### src/rtl/uart_pkg.sv
// Shared definitions for the UART transmit path: FSM encoding and frame geometry.
package uart_pkg;

  typedef enum logic [1:0] {
    S_IDLE  = 2'd0,
    S_START = 2'd1,
    S_DATA  = 2'd2,
    S_STOP  = 2'd3
  } tx_state_t;

  localparam int FRAME_BITS = 10;
  localparam int DATA_BITS  = 8;

endpackage

### src/rtl/uart_sender_fifo.sv
// Byte FIFO in front of the serialiser; extra pointer wrap bit separates full from empty.
module uart_sender_fifo #(
  parameter int DEPTH = 4
) (
  input  logic       clk,
  input  logic       reset,
  input  logic       push,
  input  logic       pop,
  input  logic [7:0] din,
  output logic [7:0] dout,
  output logic       full,
  output logic       empty
);

  localparam int AW = $clog2(DEPTH);

  logic [7:0]  mem [DEPTH];
  logic [AW:0] wr_ptr;
  logic [AW:0] rd_ptr;

  assign empty = (wr_ptr == rd_ptr);
  assign full  = (wr_ptr[AW] != rd_ptr[AW]) && (wr_ptr[AW-1:0] == rd_ptr[AW-1:0]);

  always_ff @(posedge clk) begin
    if (push && !full) begin
      mem[wr_ptr[AW-1:0]] <= din;
    end
  end

  // dout holds the most recently popped byte until the next pop.
  always_ff @(posedge clk) begin
    if (reset) begin
      wr_ptr <= '0;
      rd_ptr <= '0;
      dout   <= '0;
    end else begin
      if (push && !full) begin
        wr_ptr <= wr_ptr + 1'b1;
      end
      if (pop && !empty) begin
        dout   <= mem[rd_ptr[AW-1:0]];
        rd_ptr <= rd_ptr + 1'b1;
      end
    end
  end

endmodule

### src/rtl/uart_sender.sv
// 8N1 UART transmitter: FIFO-buffered byte input, internal bit-period divider, registered line.
// Handshake: a byte is taken when TX_EN && TX_READY at a rising edge; TX_EN while !TX_READY drops it and pulses OVERRUN.
module uart_sender
  import uart_pkg::*;
#(
  parameter int CLK_DIV    = 434,
  parameter int FIFO_DEPTH = 4
) (
  input  logic       clk,
  input  logic       reset,
  input  logic [7:0] TX_DATA,
  input  logic       TX_EN,
  output logic       TX_READY,
  output logic       UART_TX,
  output logic       TX_BUSY,
  output logic       TX_STATUS,
  output logic       OVERRUN
);

  localparam int CW = (CLK_DIV > 1) ? $clog2(CLK_DIV) : 1;
  localparam logic [CW-1:0] CNT_LAST = CW'(CLK_DIV - 1);
  localparam logic [2:0]    IDX_LAST = 3'(DATA_BITS - 1);

  tx_state_t            state;
  tx_state_t            next_state;
  logic [CW-1:0]        cnt;
  logic [2:0]           bit_idx;
  logic [DATA_BITS-1:0] shift_reg;

  logic       fifo_full;
  logic       fifo_empty;
  logic [7:0] fifo_dout;
  logic       fifo_push;
  logic       fifo_pop;

  logic bit_end;
  logic line_d;
  logic busy_d;
  logic stop_done;
  logic load_shift;
  logic shift_en;
  logic status_d1;

  assign fifo_push = TX_EN && !fifo_full;
  assign TX_READY  = !fifo_full;
  assign bit_end   = (cnt == CNT_LAST);

  uart_sender_fifo #(
    .DEPTH (FIFO_DEPTH)
  ) u_fifo (
    .clk   (clk),
    .reset (reset),
    .push  (fifo_push),
    .pop   (fifo_pop),
    .din   (TX_DATA),
    .dout  (fifo_dout),
    .full  (fifo_full),
    .empty (fifo_empty)
  );

  always_ff @(posedge clk) begin
    if (reset) begin
      state <= S_IDLE;
    end else begin
      state <= next_state;
    end
  end

  always_comb begin
    next_state = state;
    unique case (state)
      S_IDLE:  if (!fifo_empty) next_state = S_START;
      S_START: if (bit_end) next_state = S_DATA;
      S_DATA:  if (bit_end && bit_idx == IDX_LAST) next_state = S_STOP;
      S_STOP:  if (bit_end) next_state = fifo_empty ? S_IDLE : S_START;
      default: next_state = S_IDLE;
    endcase
  end

  always_comb begin
    fifo_pop   = 1'b0;
    line_d     = 1'b1;
    busy_d     = 1'b1;
    stop_done  = 1'b0;
    load_shift = 1'b0;
    shift_en   = 1'b0;
    unique case (state)
      S_IDLE: begin
        busy_d   = 1'b0;
        fifo_pop = !fifo_empty;
      end
      S_START: begin
        line_d     = 1'b0;
        load_shift = bit_end;
      end
      S_DATA: begin
        line_d   = shift_reg[0];
        shift_en = bit_end;
      end
      S_STOP: begin
        stop_done = bit_end;
        fifo_pop  = bit_end && !fifo_empty;
      end
      default: busy_d = 1'b0;
    endcase
  end

  // The popped byte stays on fifo_dout through START, so it is loaded as START ends.
  always_ff @(posedge clk) begin
    if (reset) begin
      cnt       <= '0;
      bit_idx   <= '0;
      shift_reg <= '0;
    end else begin
      if (state == S_IDLE || bit_end) begin
        cnt <= '0;
      end else begin
        cnt <= cnt + 1'b1;
      end
      if (load_shift) begin
        shift_reg <= fifo_dout;
      end else if (shift_en) begin
        shift_reg <= shift_reg >> 1;
      end
      if (shift_en) begin
        bit_idx <= bit_idx + 3'd1;
      end
    end
  end

  // Line and BUSY lag the state by one cycle; STATUS gets a second stage so it lands
  // in the cycle after the last stop-bit cycle seen on the line.
  always_ff @(posedge clk) begin
    if (reset) begin
      UART_TX   <= 1'b1;
      TX_BUSY   <= 1'b0;
      status_d1 <= 1'b0;
      TX_STATUS <= 1'b0;
      OVERRUN   <= 1'b0;
    end else begin
      UART_TX   <= line_d;
      TX_BUSY   <= busy_d;
      status_d1 <= stop_done;
      TX_STATUS <= status_d1;
      OVERRUN   <= TX_EN && fifo_full;
    end
  end

endmodule

### config.mk
export PLATFORM = sky130hd
export DESIGN_NAME = uart_sender
export DESIGN_NICKNAME = d
export VERILOG_FILES = /design/src/rtl/uart_pkg.sv /design/src/rtl/uart_sender_fifo.sv /design/src/rtl/uart_sender.sv
export SDC_FILE = /design/constraint.sdc
export NUM_CORES = 1
export LEC_CHECK = 0
export BUFFER_PORTS_ARGS = -buffer_cell sky130_fd_sc_hd__buf_4
export CORE_AREA = 2 2 73 75
export CTS_CLUSTER_SIZE = 25
export DETAILED_ROUTE_END_ITERATION = 12
export DIE_AREA = 0 0 75 77
export PLACE_DENSITY = 0.82
export SYNTH_ARGS = -nofsm -noshare
export SYNTH_HDL_FRONTEND = slang
export SYNTH_SLANG_ARGS = --single-unit
### constraint.sdc
create_clock -name clk -period 5.4 [get_ports clk]
set_input_delay 0.81 -clock clk [delete_from_list [all_inputs] [get_ports clk]]
set_output_delay 0.81 -clock clk [all_outputs]
set_load 0.1 [all_outputs]
### Word level (Yosys, flattened, before mapping)

Memory sizes are Yosys's and may differ from the RTL's. A register that Yosys moved wholly into a read port is not among the register bits.
Index checks and enable logic that the tools add are counted.

| storage, ports and cells | value |
|---|---|
| flip-flop bits (word level) | 33 |
| memory bits (writable) | 32 |
| bits of input ports | 11 |
| memories | 1 |

| operators by class | value |
|---|---|
| add/sub/neg operators | 4 |
| equal/unequal tests | 12 |
| mux-type cells | 15 |
| bitwise logic cells | 1 |
| reductions and logical operators | 15 |

Memories:

| name | depth | width | read ports | clocked after memory_dff | write ports | RTL line | text |
|---|---|---|---|---|---|---|---|
| u_fifo.mem | 4 | 8 | 1 | 1 | 1 | uart_sender_fifo.sv:17 | `logic [7:0] mem [DEPTH];` |

Operators by type and width:

| operator | number |
|---|---|
| $mux W8 | 2 |
| $add A3 B1 Y3 const B | 3 |
| $add A9 B1 Y9 const B | 1 |
| $eq A9 B9 Y1 const B | 1 |
| $mux W2 | 4 |
| $ne A2 B2 Y1 const B | 4 |
| $pmux W2 S4 | 1 |
| $logic_and A1 B1 Y1 | 7 |
| $mux W1 | 6 |
| $eq A2 B2 Y1 const B | 2 |
| $pmux W1 S2 | 2 |
| $reduce_and A4 Y1 | 1 |
| $reduce_or A2 Y1 | 2 |
| $eq A3 B3 Y1 | 1 |
| $eq A3 B3 Y1 const B | 1 |
| $eq A2 B1 Y1 const B | 1 |
| $eq A2 B2 Y1 | 1 |
| $logic_not A1 Y1 | 2 |
| $logic_not A2 Y1 | 1 |
| $reduce_bool A2 Y1 | 1 |
| $logic_or A1 B1 Y1 | 1 |
| $ne A1 B1 Y1 | 1 |
| $not A1 Y1 | 1 |

### Logic depth before layout (Yosys ltp)

| logic depth | value |
|---|---|
| word-level depth | 7 |
| depth in mapped cells | 8 |
| gate-level depth less buffers | 6 |

### Modules after synthesis

A second synthesis with hierarchy kept.

| second synthesis, totals | value |
|---|---|
| cells, all modules | 267 |
| area total of the unflattened synthesis | 3,296.9 µm² |

By module, submodules not included:

| module | instances | cells an instance | area an instance (µm²) | seq. area each (µm²) |
|---|---|---|---|---|
| uart_sender_fifo | 1 | 129 | 2,034.5 | 1,241.2 |
| uart_sender | 1 | 138 | 1,262.5 | 540.5 |

### Worst setup path after synthesis

OpenSTA, ideal clock, no wires.

| path | value |
|---|---|
| path kind | register to output |
| from | register u_fifo.rd_ptr[1] |
| to | output TX_READY |
| arrival time | 1.577 ns |
| required time | 4.590 ns |
| path slack | 3.013 ns |
| cell stages (with the launch flop) | 4 |
| cells stage by stage | dfxtp_1 -> buf_6 -> xnor2_2 -> nand3_1 |

| between the ends | value |
|---|---|
| word-level cells in the longest chain between the ends | 3 |

Ends and longest elaborated chain:

| what | RTL line | text |
|---|---|---|
| start: declaration | uart_sender_fifo.sv:19 | `logic [AW:0] rd_ptr;` |
| start signal: assignment | uart_sender_fifo.sv:42 | `rd_ptr <= rd_ptr + 1'b1;` |
| $eq A2 B2 Y1 | uart_sender_fifo.sv:22 | `assign full = (wr_ptr[AW] != rd_ptr[AW]) && (wr_ptr[AW-1:0] == rd_ptr[AW-1:0]);` |
| $logic_and A1 B1 Y1 | uart_sender_fifo.sv:22 |  |
| $logic_not A1 Y1 | uart_sender.sv:45 | `assign TX_READY = !fifo_full;` |
| end: declaration | uart_sender.sv:13 | `output logic TX_READY,` |

Every way passes these cells.

### Worst setup path in the final report

| path | value |
|---|---|
| from | register u_fifo.rd_ptr[0] |
| to | output TX_READY |

Same word-level chain as after synthesis.

==> metrics.txt <==
core area=4977 um2; clk slew on worst S/H paths=80 ps; EDFF count, synth=32; r2r setup slk=3230 ps; clock root buffer=clkbuf_8; LEAKAGE=1.210 nW; H-Tree Depth=3; cts repair resizes=0; Setup TNS Final=0 ps; HP Start=status_d1; vias in the first global route=1917; Vias=1940; Tmin final=2572 ps; Fillers=388; antenna violations before repair=0; final max-slew violation count=0; worst hold stages=1; Synth Register Bits=73; Detailed Routing Iterations Pass 1=4; FMAX=0.3887 GHz; worst slew pin tran=817.1 ps; final setup vio count=0; global-route wire length before repair=8.894 mm; Die Ht=77 um; FF-to-FF Start=u_fifo.rd_ptr[0]; grt ovf=0; count of routing violations after the opening detailed-route iteration=102; sequential area share after synthesis=56.67%; Reg-to-Reg End=u_fifo.mem[2][4]; Final GP Congestion=0.7604; CTS tree=done; GRT Total Usage=20.48%; cell row count=26; reg2reg path depth=3; syn_area_per_cell=12.53 um2; die footprint=5775 um2; Mapped Area=3144 um2; Post-Synthesis Cells=251; Post-CTS Setup Repair Bufs=0; Cell Pwr Density=429.9 nW/um2; share of the synthesized area in the top cell type=30.56%; Skew-Pair Late Insertion Delay=350 ps; number of port buffers=15; final wirelength=5.064 mm; Area Growth Syn to Fin=10.70%; share of post-route cells with drive strength above 1=15.50%; Hold Fails Final Rpt=0; Nets=290; pin count of the biggest net entering global routing=34; count of unique library cells instantiated by Yosys=50; largest cells by area after synthesis=edfxtp_1 31%, dfxtp_1 26%, mux4_1 6.7%; worst vdd ir=0.0003018 V; Avg WL per Cell=14.85 um; DRC Markers=0; status=complete, no violations; RSZ-0062 raised after global routing=false; Yosys top cell by area=edfxtp_1; Worst slew margin=45.27%; Die X=75 um; Longest Clk Path Bufs=2; yosys warns=0; vias per inst=5.689; Design Power=1.496 mW; Antenna Violating Nets Remaining=0; Num CTS Buffers=9; cts hold-fix bufs=0; IO Count=16; type of destination of the critical path=output pin; Post-DP HPWL=3.510 mm; Max Cap Viol=0; final worst path period share=47.64%; max FFs per register=32; ys flop type=dfxtp_1; critical path class=register to output pin; Initial Utilization=63.17%; Req. time, crit path=4590 ps; fraction of registers with async set/reset=0%; Hold Crit Class=register to register; hold endpoint=TX_STATUS; Post-Syn Nets=275; n_diodes=0; clock sink count=73; clock skew=7.042 ps; Arr. time, crit path=1760 ps; crit start category=register; Crit Path Max Fanout=12
layout make-up:
type,instances,area (um2),area share [%]
inverter,9,33.78,0.9705
multi-input combinational,158,1270,36.48
sequential,73,1782,51.19
clock inverter,6,67.56,1.941
clock buffer,10,127.6,3.666
tap,70,87.58,2.516
timing repair buffer,15,112.6,3.235
cell usage after synthesis (7+ instances only):
library cell and n:
nand3_1 15, a21oi_1 18, xnor2_1 7, o21ai_0 10
inv_1 9, nand2_1 9, nor2_1 20, ha_1 13
mux4_1 8, dfxtp_1 41, a22oi_1 7, edfxtp_1 32
power breakdown:
part | total (mW) | leakage [nW] | internal [mW] | switching, mW
logic | 0.394 | 0.490 | 0.145 | 0.249
clock network | 0.414 | 0.0945 | 0.215 | 0.199
registers | 0.689 | 0.626 | 0.639 | 0.0497
total | 1.50 | 1.21 | 0.998 | 0.498
logic make-up after synthesis:
group	after synthesis	synth area share, %
flops	73	56.67
mux	13	8.436
buf+inv	20	2.944
xor+xnor	13	4.338
simple gates	70	12.06
fa+ha+maj	13	5.173
compound gates	49	10.39
worst max-delay path, stage by stage, from the launching register on:
cell and delay (ps):
dfxtp_1 700, xnor2_2 250, nand3_1 160, buf_4 300
how the worst max path moves through the flow:
stage	from	end	slack, ps
after floorplan	u_fifo.rd_ptr[1]	TX_READY	3010
after global placement	u_fifo.rd_ptr[0]	TX_READY	3280
after detailed placement	u_fifo.rd_ptr[0]	TX_READY	3220
after CTS	u_fifo.rd_ptr[0]	TX_READY	2830
after global routing	u_fifo.rd_ptr[0]	TX_READY	2710
final	u_fifo.rd_ptr[0]	TX_READY	2830
layout by cell type (no fill, tap or decap), types with 8 or more instances in the layout:
master	instances
nand3_1	15
o21ai_0	10
a21oi_1	18
buf_4	15
clkbuf_8	9
mux4_1	8
dfxtp_1	41
nor2_1	20
nand2_1	9
edfxtp_1	32
ha_1	13
inv_1	9
layer usage:
layer / vias up / share of wire (%) / track usage, %
met5: - / 0 / 0
met4: 0 / 1.6 / 7.500
met3: 11 / 4.0 / 7.490
met2: 33 / 51 / 33.16
met1: 932 / 44 / 24.63
li1: 964 / - / -
stage by stage:
step	setup slack, ps	cell area (um2)	utilization, %	hold slack (ps)	instances
floorplan	3013	3144	-	413.8	251
global placement	3282	3286	66.01	424.8	325
detailed placement	3221	3286	66.01	428.4	325
CTS	2826	3481	69.93	445.7	341
global route	2712	3481	69.93	465.2	341
finish	2828	3481	69.93	450.9	341
Note: power is estimated with default switching activity, not from simulation.
